===== src/rtl/pocket_pkg.sv =====
// Shared bridge types for the core: address-range descriptor, read-pipeline slot
// and a byte-reversal helper used by the leaf router.
package pocket;

   localparam int MAX_LEAVES = 16;
   localparam int IDX_W      = $clog2(MAX_LEAVES);
   localparam int MAX_DATA_W = 256;

   typedef struct packed {
      logic [31:0] from;
      logic [31:0] to;
   } bridge_addr_range_t;

   typedef struct packed {
      logic             valid;
      logic             mapped;
      logic [IDX_W-1:0] index;
   } rd_slot_t;

   // Reverses the lowest nbytes bytes of d; callers zero-extend in and truncate out.
   function automatic logic [MAX_DATA_W-1:0] byteswap(input logic [MAX_DATA_W-1:0] d,
                                                      input int nbytes);
      logic [MAX_DATA_W-1:0] r;
      r = '0;
      for (int i = 0; i < MAX_DATA_W / 8; i++) begin
         if (i < nbytes) r[i*8 +: 8] = d[(nbytes - 1 - i)*8 +: 8];
      end
      return r;
   endfunction

endpackage


===== src/rtl/bridge_router_decode.sv =====
// Combinational address decoder: maps a host address to {hit, leaf index},
// lowest leaf index winning where ranges overlap.
module bridge_range_decode
   import pocket::*;
#(
   parameter int                 NUM_LEAVES  = 6,
   parameter int                 ADDR_W      = 32,
   parameter bridge_addr_range_t ADDR_RANGES [NUM_LEAVES] = '{default: '0}
) (
   input  logic [ADDR_W-1:0] addr,
   output logic              hit,
   output logic [IDX_W-1:0]  index
);

   logic [31:0] addr_ext;
   assign addr_ext = 32'(addr);

   // Scan downwards so the last assignment comes from the lowest matching leaf.
   always_comb begin
      hit   = 1'b0;
      index = '0;
      for (int i = NUM_LEAVES - 1; i >= 0; i--) begin
         if (addr_ext >= ADDR_RANGES[i].from && addr_ext <= ADDR_RANGES[i].to) begin
            hit   = 1'b1;
            index = IDX_W'(i);
         end
      end
   end

endmodule


===== src/rtl/bridge_router.sv =====
// Bridge fan-out to NUM_LEAVES leaves with a pipelined, in-order read return path.
// Optional per-leaf byte swapping is compiled in with BRIDGE_ROUTER_BYTESWAP_EN.
module bridge_router
   import pocket::*;
#(
   parameter int                 NUM_LEAVES    = 6,
   parameter int                 ADDR_W        = 32,
   parameter int                 DATA_W        = 32,
   parameter int                 RD_LATENCY    = 1,
   parameter bridge_addr_range_t ADDR_RANGES [NUM_LEAVES] = '{default: '0},
   parameter logic [DATA_W-1:0]  UNMAPPED_DATA = '0,
   parameter logic [NUM_LEAVES-1:0] LEAF_SWAP  = '0
) (
   input  logic                         clk_74a,
   input  logic                         reset_n,
   input  logic [ADDR_W-1:0]            bridge_addr,
   input  logic                         bridge_wr,
   input  logic [DATA_W-1:0]            bridge_wr_data,
   input  logic                         bridge_rd,
   output logic [DATA_W-1:0]            bridge_rd_data,
   output logic [ADDR_W-1:0]            leaf_addr,
   output logic [DATA_W-1:0]            leaf_wr_data,
   output logic [NUM_LEAVES-1:0]        leaf_wr,
   output logic [NUM_LEAVES-1:0]        leaf_rd,
   input  logic [NUM_LEAVES*DATA_W-1:0] leaf_rd_data,
   output logic                         unmapped,
   output logic                         unmapped_sticky,
   input  logic                         unmapped_clr
);

   // Host strobes are single-cycle qualifiers with no back-pressure: every strobe is
   // accepted on the edge it is sampled, and each read returns exactly once, in order.

   logic                  dec_hit;
   logic [IDX_W-1:0]      dec_index;
   logic                  access;
   logic [NUM_LEAVES-1:0] dec_onehot;
   logic [DATA_W-1:0]     wr_data_fwd;
   logic [DATA_W-1:0]     ret_word;
   logic [DATA_W-1:0]     ret_data;
   rd_slot_t              pipe [RD_LATENCY+1];
   rd_slot_t              ret_slot;

   bridge_range_decode #(
      .NUM_LEAVES  (NUM_LEAVES),
      .ADDR_W      (ADDR_W),
      .ADDR_RANGES (ADDR_RANGES)
   ) u_decode (
      .addr  (bridge_addr),
      .hit   (dec_hit),
      .index (dec_index)
   );

   assign access     = bridge_rd | bridge_wr;
   assign dec_onehot = dec_hit ? (NUM_LEAVES'(1) << dec_index) : '0;
   assign ret_slot   = pipe[RD_LATENCY];

   always_comb begin
      ret_word = '0;
      for (int i = 0; i < NUM_LEAVES; i++) begin
         if (IDX_W'(i) == ret_slot.index) ret_word = leaf_rd_data[i*DATA_W +: DATA_W];
      end
   end

`ifdef BRIDGE_ROUTER_BYTESWAP_EN
   logic dec_swap;
   logic ret_swap;

   always_comb begin
      dec_swap = 1'b0;
      ret_swap = 1'b0;
      for (int i = 0; i < NUM_LEAVES; i++) begin
         if (IDX_W'(i) == dec_index)      dec_swap = LEAF_SWAP[i];
         if (IDX_W'(i) == ret_slot.index) ret_swap = LEAF_SWAP[i];
      end
   end

   assign wr_data_fwd = (dec_hit && dec_swap)
                        ? DATA_W'(byteswap(MAX_DATA_W'(bridge_wr_data), DATA_W / 8))
                        : bridge_wr_data;
   assign ret_data    = ret_swap
                        ? DATA_W'(byteswap(MAX_DATA_W'(ret_word), DATA_W / 8))
                        : ret_word;
`else
   logic unused_swap;
   assign unused_swap = ^LEAF_SWAP;
   assign wr_data_fwd = bridge_wr_data;
   assign ret_data    = ret_word;
`endif

   always_ff @(posedge clk_74a or negedge reset_n) begin
      if (!reset_n) begin
         leaf_addr       <= '0;
         leaf_wr_data    <= '0;
         leaf_wr         <= '0;
         leaf_rd         <= '0;
         unmapped        <= 1'b0;
         unmapped_sticky <= 1'b0;
      end else begin
         leaf_wr  <= bridge_wr ? dec_onehot : '0;
         leaf_rd  <= bridge_rd ? dec_onehot : '0;
         unmapped <= access && !dec_hit;
         if (access)    leaf_addr    <= bridge_addr;
         if (bridge_wr) leaf_wr_data <= wr_data_fwd;
         // A new miss beats a simultaneous clear so no event is ever lost.
         if (access && !dec_hit) unmapped_sticky <= 1'b1;
         else if (unmapped_clr)  unmapped_sticky <= 1'b0;
      end
   end

   // Slot k describes the read whose leaf_rd was asserted k cycles ago; the last slot
   // lines up with the leaf's data becoming valid.
   always_ff @(posedge clk_74a or negedge reset_n) begin
      if (!reset_n) begin
         for (int i = 0; i <= RD_LATENCY; i++) pipe[i] <= '0;
         bridge_rd_data <= '0;
      end else begin
         pipe[0] <= '{valid: bridge_rd, mapped: dec_hit, index: dec_index};
         for (int i = 1; i <= RD_LATENCY; i++) pipe[i] <= pipe[i-1];
         if (ret_slot.valid) bridge_rd_data <= ret_slot.mapped ? ret_data : UNMAPPED_DATA;
      end
   end

endmodule

===== config.mk =====
export PLATFORM = sky130hd
export DESIGN_NAME = bridge_router
export DESIGN_NICKNAME = d
export VERILOG_FILES = /design/src/rtl/pocket_pkg.sv /design/src/rtl/bridge_router_decode.sv /design/src/rtl/bridge_router.sv
export SDC_FILE = /design/constraint.sdc
export NUM_CORES = 1
export LEC_CHECK = 0
export BUFFER_PORTS_ARGS = -buffer_cell sky130_fd_sc_hd__buf_4
export CAP_MARGIN = 20
export CORE_AREA = 2 2 144 146
export DETAILED_ROUTE_END_ITERATION = 10
export DIE_AREA = 0 0 146 148
export PLACE_DENSITY = 0.54
export SLEW_MARGIN = 10
export SYNTH_ARGS = -nofsm -noshare
export SYNTH_HDL_FRONTEND = slang
export SYNTH_SLANG_ARGS = --single-unit

===== constraint.sdc =====
create_clock -name clk_74a -period 1.3 [get_ports clk_74a]
set_clock_uncertainty 0.1 [all_clocks]
set_input_delay 0.26 -clock clk_74a [delete_from_list [all_inputs] [get_ports clk_74a]]
set_output_delay 0.26 -clock clk_74a [all_outputs]
set_load 0.1 [all_outputs]

==> impl_summary.md <==
Yosys
The share of synthesized area in the top cell type comes to 0.6412. sky130_fd_sc_hd__dfrtp_1 takes more of the synthesized area than any other cell. A synthesized cell averages approximately 13 sq um.

Counting flops with a built-in enable in the synthesized netlist gives 0. The most common cell in the netlist is sky130_fd_sc_hd__dfrtp_1. Counting every instance in the synthesized netlist gives ~300. The number of storage elements in the synthesis netlist is roughly 100.

The most used flip-flop cell after synthesis is sky130_fd_sc_hd__dfrtp_1. Counting flops with an async set or reset pin after synthesis yields a share of 1.000. By area the synthesized netlist is led by sky130_fd_sc_hd__dfrtp_1 64%, sky130_fd_sc_hd__mux2_2 17%, sky130_fd_sc_hd__nand3_1 3.9%, sky130_fd_sc_hd__o21ai_0 3.9%, sky130_fd_sc_hd__inv_1 3.1%. The share of the Yosys chip area taken by registers is 0.6412.

The total number of yosys warnings is 0. The commonest cells after synthesis are 104 x sky130_fd_sc_hd__dfrtp_1, 62 x sky130_fd_sc_hd__mux2_2, 33 x sky130_fd_sc_hd__inv_1, 32 x sky130_fd_sc_hd__nand3_1, 32 x sky130_fd_sc_hd__o21ai_0. After synthesis the cells add up to 4059 sq um. The number of distinct standard cells referenced by the synthesized netlist is 20.

Timing
The count of pins over their slew limit is 0. The routed design could run at a clock period as short as around 1.3 ns. Of the available clock period, the critical path in the final layout requires 1.012. Setup violations remaining at the end of the flow were counted as 71. The count of endpoints failing hold in the final timing report is 0. The post-route worst hold slack is roughly 0.038 ns. The timing-limited maximum frequency is between 700 and 800 MHz. Once routing completed, OpenROAD measured the worst setup slack at -0.01532 ns. Setup repair after global routing could not meet its margin everywhere.

Setup path
The most critical setup path has its startpoint at leaf_addr[27]. The startpoint identified for the worst register-to-register timing path is pipe[4]. Walking the worst path, the cells encountered are buf_12. The endpoint identified for the worst register-to-register timing path is bridge_rd_data[1]. STA puts the critical path data required time at approximately 0.94 ns. The critical path start-end classification is flip-flop to output pin. In this design, the largest share of critical-path delay is due to flip-flops.

The capture point of the worst path is leaf_addr[27]. The number of buffers and inverters on the critical path is 1. The startpoint type of the worst setup path is a flip-flop. In this run the worst path has a maximum fanout of 2.

The number of cells on the worst reg-to-reg path is 3. For this run, the slowest stage of the critical path takes 0.43 ns. The arrival time reported for the critical path endpoint is between 0.9 and 1 ns. In this run the register-to-register setup slack is between 0.2 and 0.3 ns.

STA classifies the critical path endpoint as an output pin. The largest individual stage delay along the critical path comes from the cell sky130_fd_sc_hd__dfrtp_2. In this run the number of cells on the critical path is 1.

CTS
The number of clock sinks seen by CTS is ~100. The clock tree buffer depth is 2. TritonCTS built the clock tree.

The cell sitting at the root of the clock tree is a sky130_fd_sc_hd__clkbuf_16. The H-tree generated during clock tree synthesis spans 3 levels. The clock insertion delay at the later pin of the skew report is 0.34 ns. The CTS clock-pin slew for the worst setup and hold paths is ~0.08 ns.

The number of clock buffers added by TritonCTS is 9.

Placed design
The post-DP HPWL is ~9.1 mm. The routability congestion estimate from global placement is between 0.7 and 0.8. The number of I/O port buffers is 200. The pre-CTS setup slack is -0.3679 ns.

Global route
The number of antenna violations at the first check in global routing came to 2. The via count of the first global-routing pass is around 3400. The first global-routing pass estimated approximately 19 mm of wire. Entering global routing, the biggest net connects 65 pins.

For this run, the total global-route usage over all layers was measured as 0.1144. The total overflow left after global routing is 0.

Route
The first detailed-routing pass took 4 iterations. The DRC violation count after routing is 0. The count of nets left with antenna violations once routing finished came out at 0. The first routing iteration left 92 violations. The routed design has 12.31 mm of wire. The number of vias in the routed layout is around 3100. The via density per instance is just under 4. The wire length per cell is 15.33 microns.

Status
The final reports fail on negative setup slack. The flow ran to the end, but the final reports show violations.

Die
The die is approximately 150 microns wide. The floorplan has 52 rows. The I/O pin total is 371. The full die area is between 20000 and 25000 sq um. The effective utilization at floorplan is 0.2025. The area inside the core boundary is ~20000 sq um.

The die extent in y is ~150 microns.

Power
The static leakage power is around 3.3 nW. The power density of the placed cells is approximately 1200 nW/um^2. The internal power summed over all cells is 6.082 mW.

The share of total power dissipated in the clock network is 0.294. The net switching component of the power is 3.385 mW. The largest vdd supply drop is a little under 0.7 mV.

The share of total power dissipated in sequential elements is 0.387. The net switching fraction of the power is 0.3576. Of the total power, combinational logic draws 0.318.

Finish
Of the cells placed in the final design, the portion with a size suffix greater than 1 is 0.6961. The relative area change from synthesis to final layout is 87.76%. The count of filler cells inserted in the layout is between 1500 and 2000. 0 antenna diodes ended up in the layout. The net count of the finished layout is between 700 and 800.

Run
The number of maximum-capacitance violations is 0.

Min path
The class of the tightest hold or removal check is input pin to flip-flop.
-- worst min-delay path by stage --
stage / cells after the start / end / start
floorplan: 0 / bridge_rd_data[0] / reset_n
global placement: 1 / leaf_wr_data[0] / reset_n
detailed placement: 1 / leaf_wr_data[0] / reset_n
CTS: 2 / leaf_wr_data[25] / bridge_wr_data[25]
global route: 2 / leaf_wr_data[15] / bridge_wr_data[15]
finish: 2 / leaf_addr[30] / bridge_addr[30]
-- worst register-to-register path, cell delays in order (launching register included) --
cell	delay, ns
sky130_fd_sc_hd__dfrtp_1	0.32
sky130_fd_sc_hd__buf_4	0.30
sky130_fd_sc_hd__nand3_1	0.11
sky130_fd_sc_hd__o21ai_0	0.12
-- sequential cells by signal, indices dropped and copies added (netlist names) --
register,cells
leaf_wr,1
leaf_wr_data,32
leaf_rd,1
unmapped_sticky,1
bridge_rd_data,32
pipe,4
unmapped,1
leaf_addr,32
-- layout make-up --
cell class	instances	area, sq um	share of cell area
Timing Repair Buffer	226	2969	0.3896
Sequential cell	104	2685	0.3523
Multi-Input combinational cell	154	1202	0.1578
Tap cell	270	337.8	0.04433
Clock buffer	9	225.2	0.02955
Inverter	33	123.9	0.01625
Clock inverter	7	77.57	0.01018
-- kinds of logic (layout without fill, tap and decap cells) --
group                  count (synthesis)  in the layout  synth area share
DFF                                  104            104            0.6412
other                                  1             10         0.0009239
AOI/OAI and AO/OA                     33             33           0.04100
buffers and inverters                 60            275           0.07244
and+or+nand+nor                       47             47           0.06689
muxes                                 64             64            0.1776
-- metrics by stage --
step           instances  utilization  total power, mW  cell area (sq um)  setup TNS (ns)
3_3_place_gp         776       0.3004            6.154               6020          -2.433
2_1_floorplan        318            -            5.419               4175               0
5_1_grt              803       0.3803            9.892               7621          -4.202
4_1_cts              797       0.3633            9.440               7279          -2.746
3_5_place_dp         776       0.3004            6.175               6020          -3.300
6_report             803       0.3803            9.467               7621         -0.5013
-- cell usage in the layout, fill, tap and decap left out, types with 3 or more instances in the layout --
cell type / n
sky130_fd_sc_hd__buf_6: 5
sky130_fd_sc_hd__mux2_2: 62
sky130_fd_sc_hd__dfrtp_1: 38
sky130_fd_sc_hd__inv_1: 33
sky130_fd_sc_hd__nand3_1: 32
sky130_fd_sc_hd__buf_12: 99
sky130_fd_sc_hd__conb_1: 10
sky130_fd_sc_hd__clkbuf_16: 9
sky130_fd_sc_hd__o21ai_0: 32
sky130_fd_sc_hd__nor4_1: 6
sky130_fd_sc_hd__dfrtp_2: 66
sky130_fd_sc_hd__dlygate4sd3_1: 3
sky130_fd_sc_hd__buf_4: 118
-- power groups by stage --
stage | Sequential, mW | Combinational [mW] | Clock [mW]
2_1_floorplan | 5.00 | 0.418 | 0
3_3_place_gp | 3.61 | 2.54 | 0
3_5_place_dp | 3.62 | 2.55 | 0
4_1_cts | 3.64 | 2.87 | 2.93
5_1_grt | 3.69 | 3.11 | 3.09
6_report | 3.67 | 3.02 | 2.79
-- layer usage --
| layer | GRT usage | part of all wire | routed length, microns |
|---|---|---|---|
| met5 | 0 | 0 | 0 |
| met4 | 0.04223 | 0.016 | 203 |
| met3 | 0.05988 | 0.12 | 1491 |
| met2 | 0.1722 | 0.44 | 5478 |
| met1 | 0.1397 | 0.42 | 5138 |
-- what timing repair did --
| action | 4_1_cts | 5_1_grt |
|---|---|---|
| gates cloned | 0 | 0 |
| endpoints found under the setup margin | 100 | 104 |
| buffers inserted | 2 | 6 |
| hold buffers | 3 | 0 |
| endpoints found under the hold margin | 22 | 0 |
| gates resized for setup | 224 | 66 |
No activity file was read; power rests on OpenSTA's default activity.
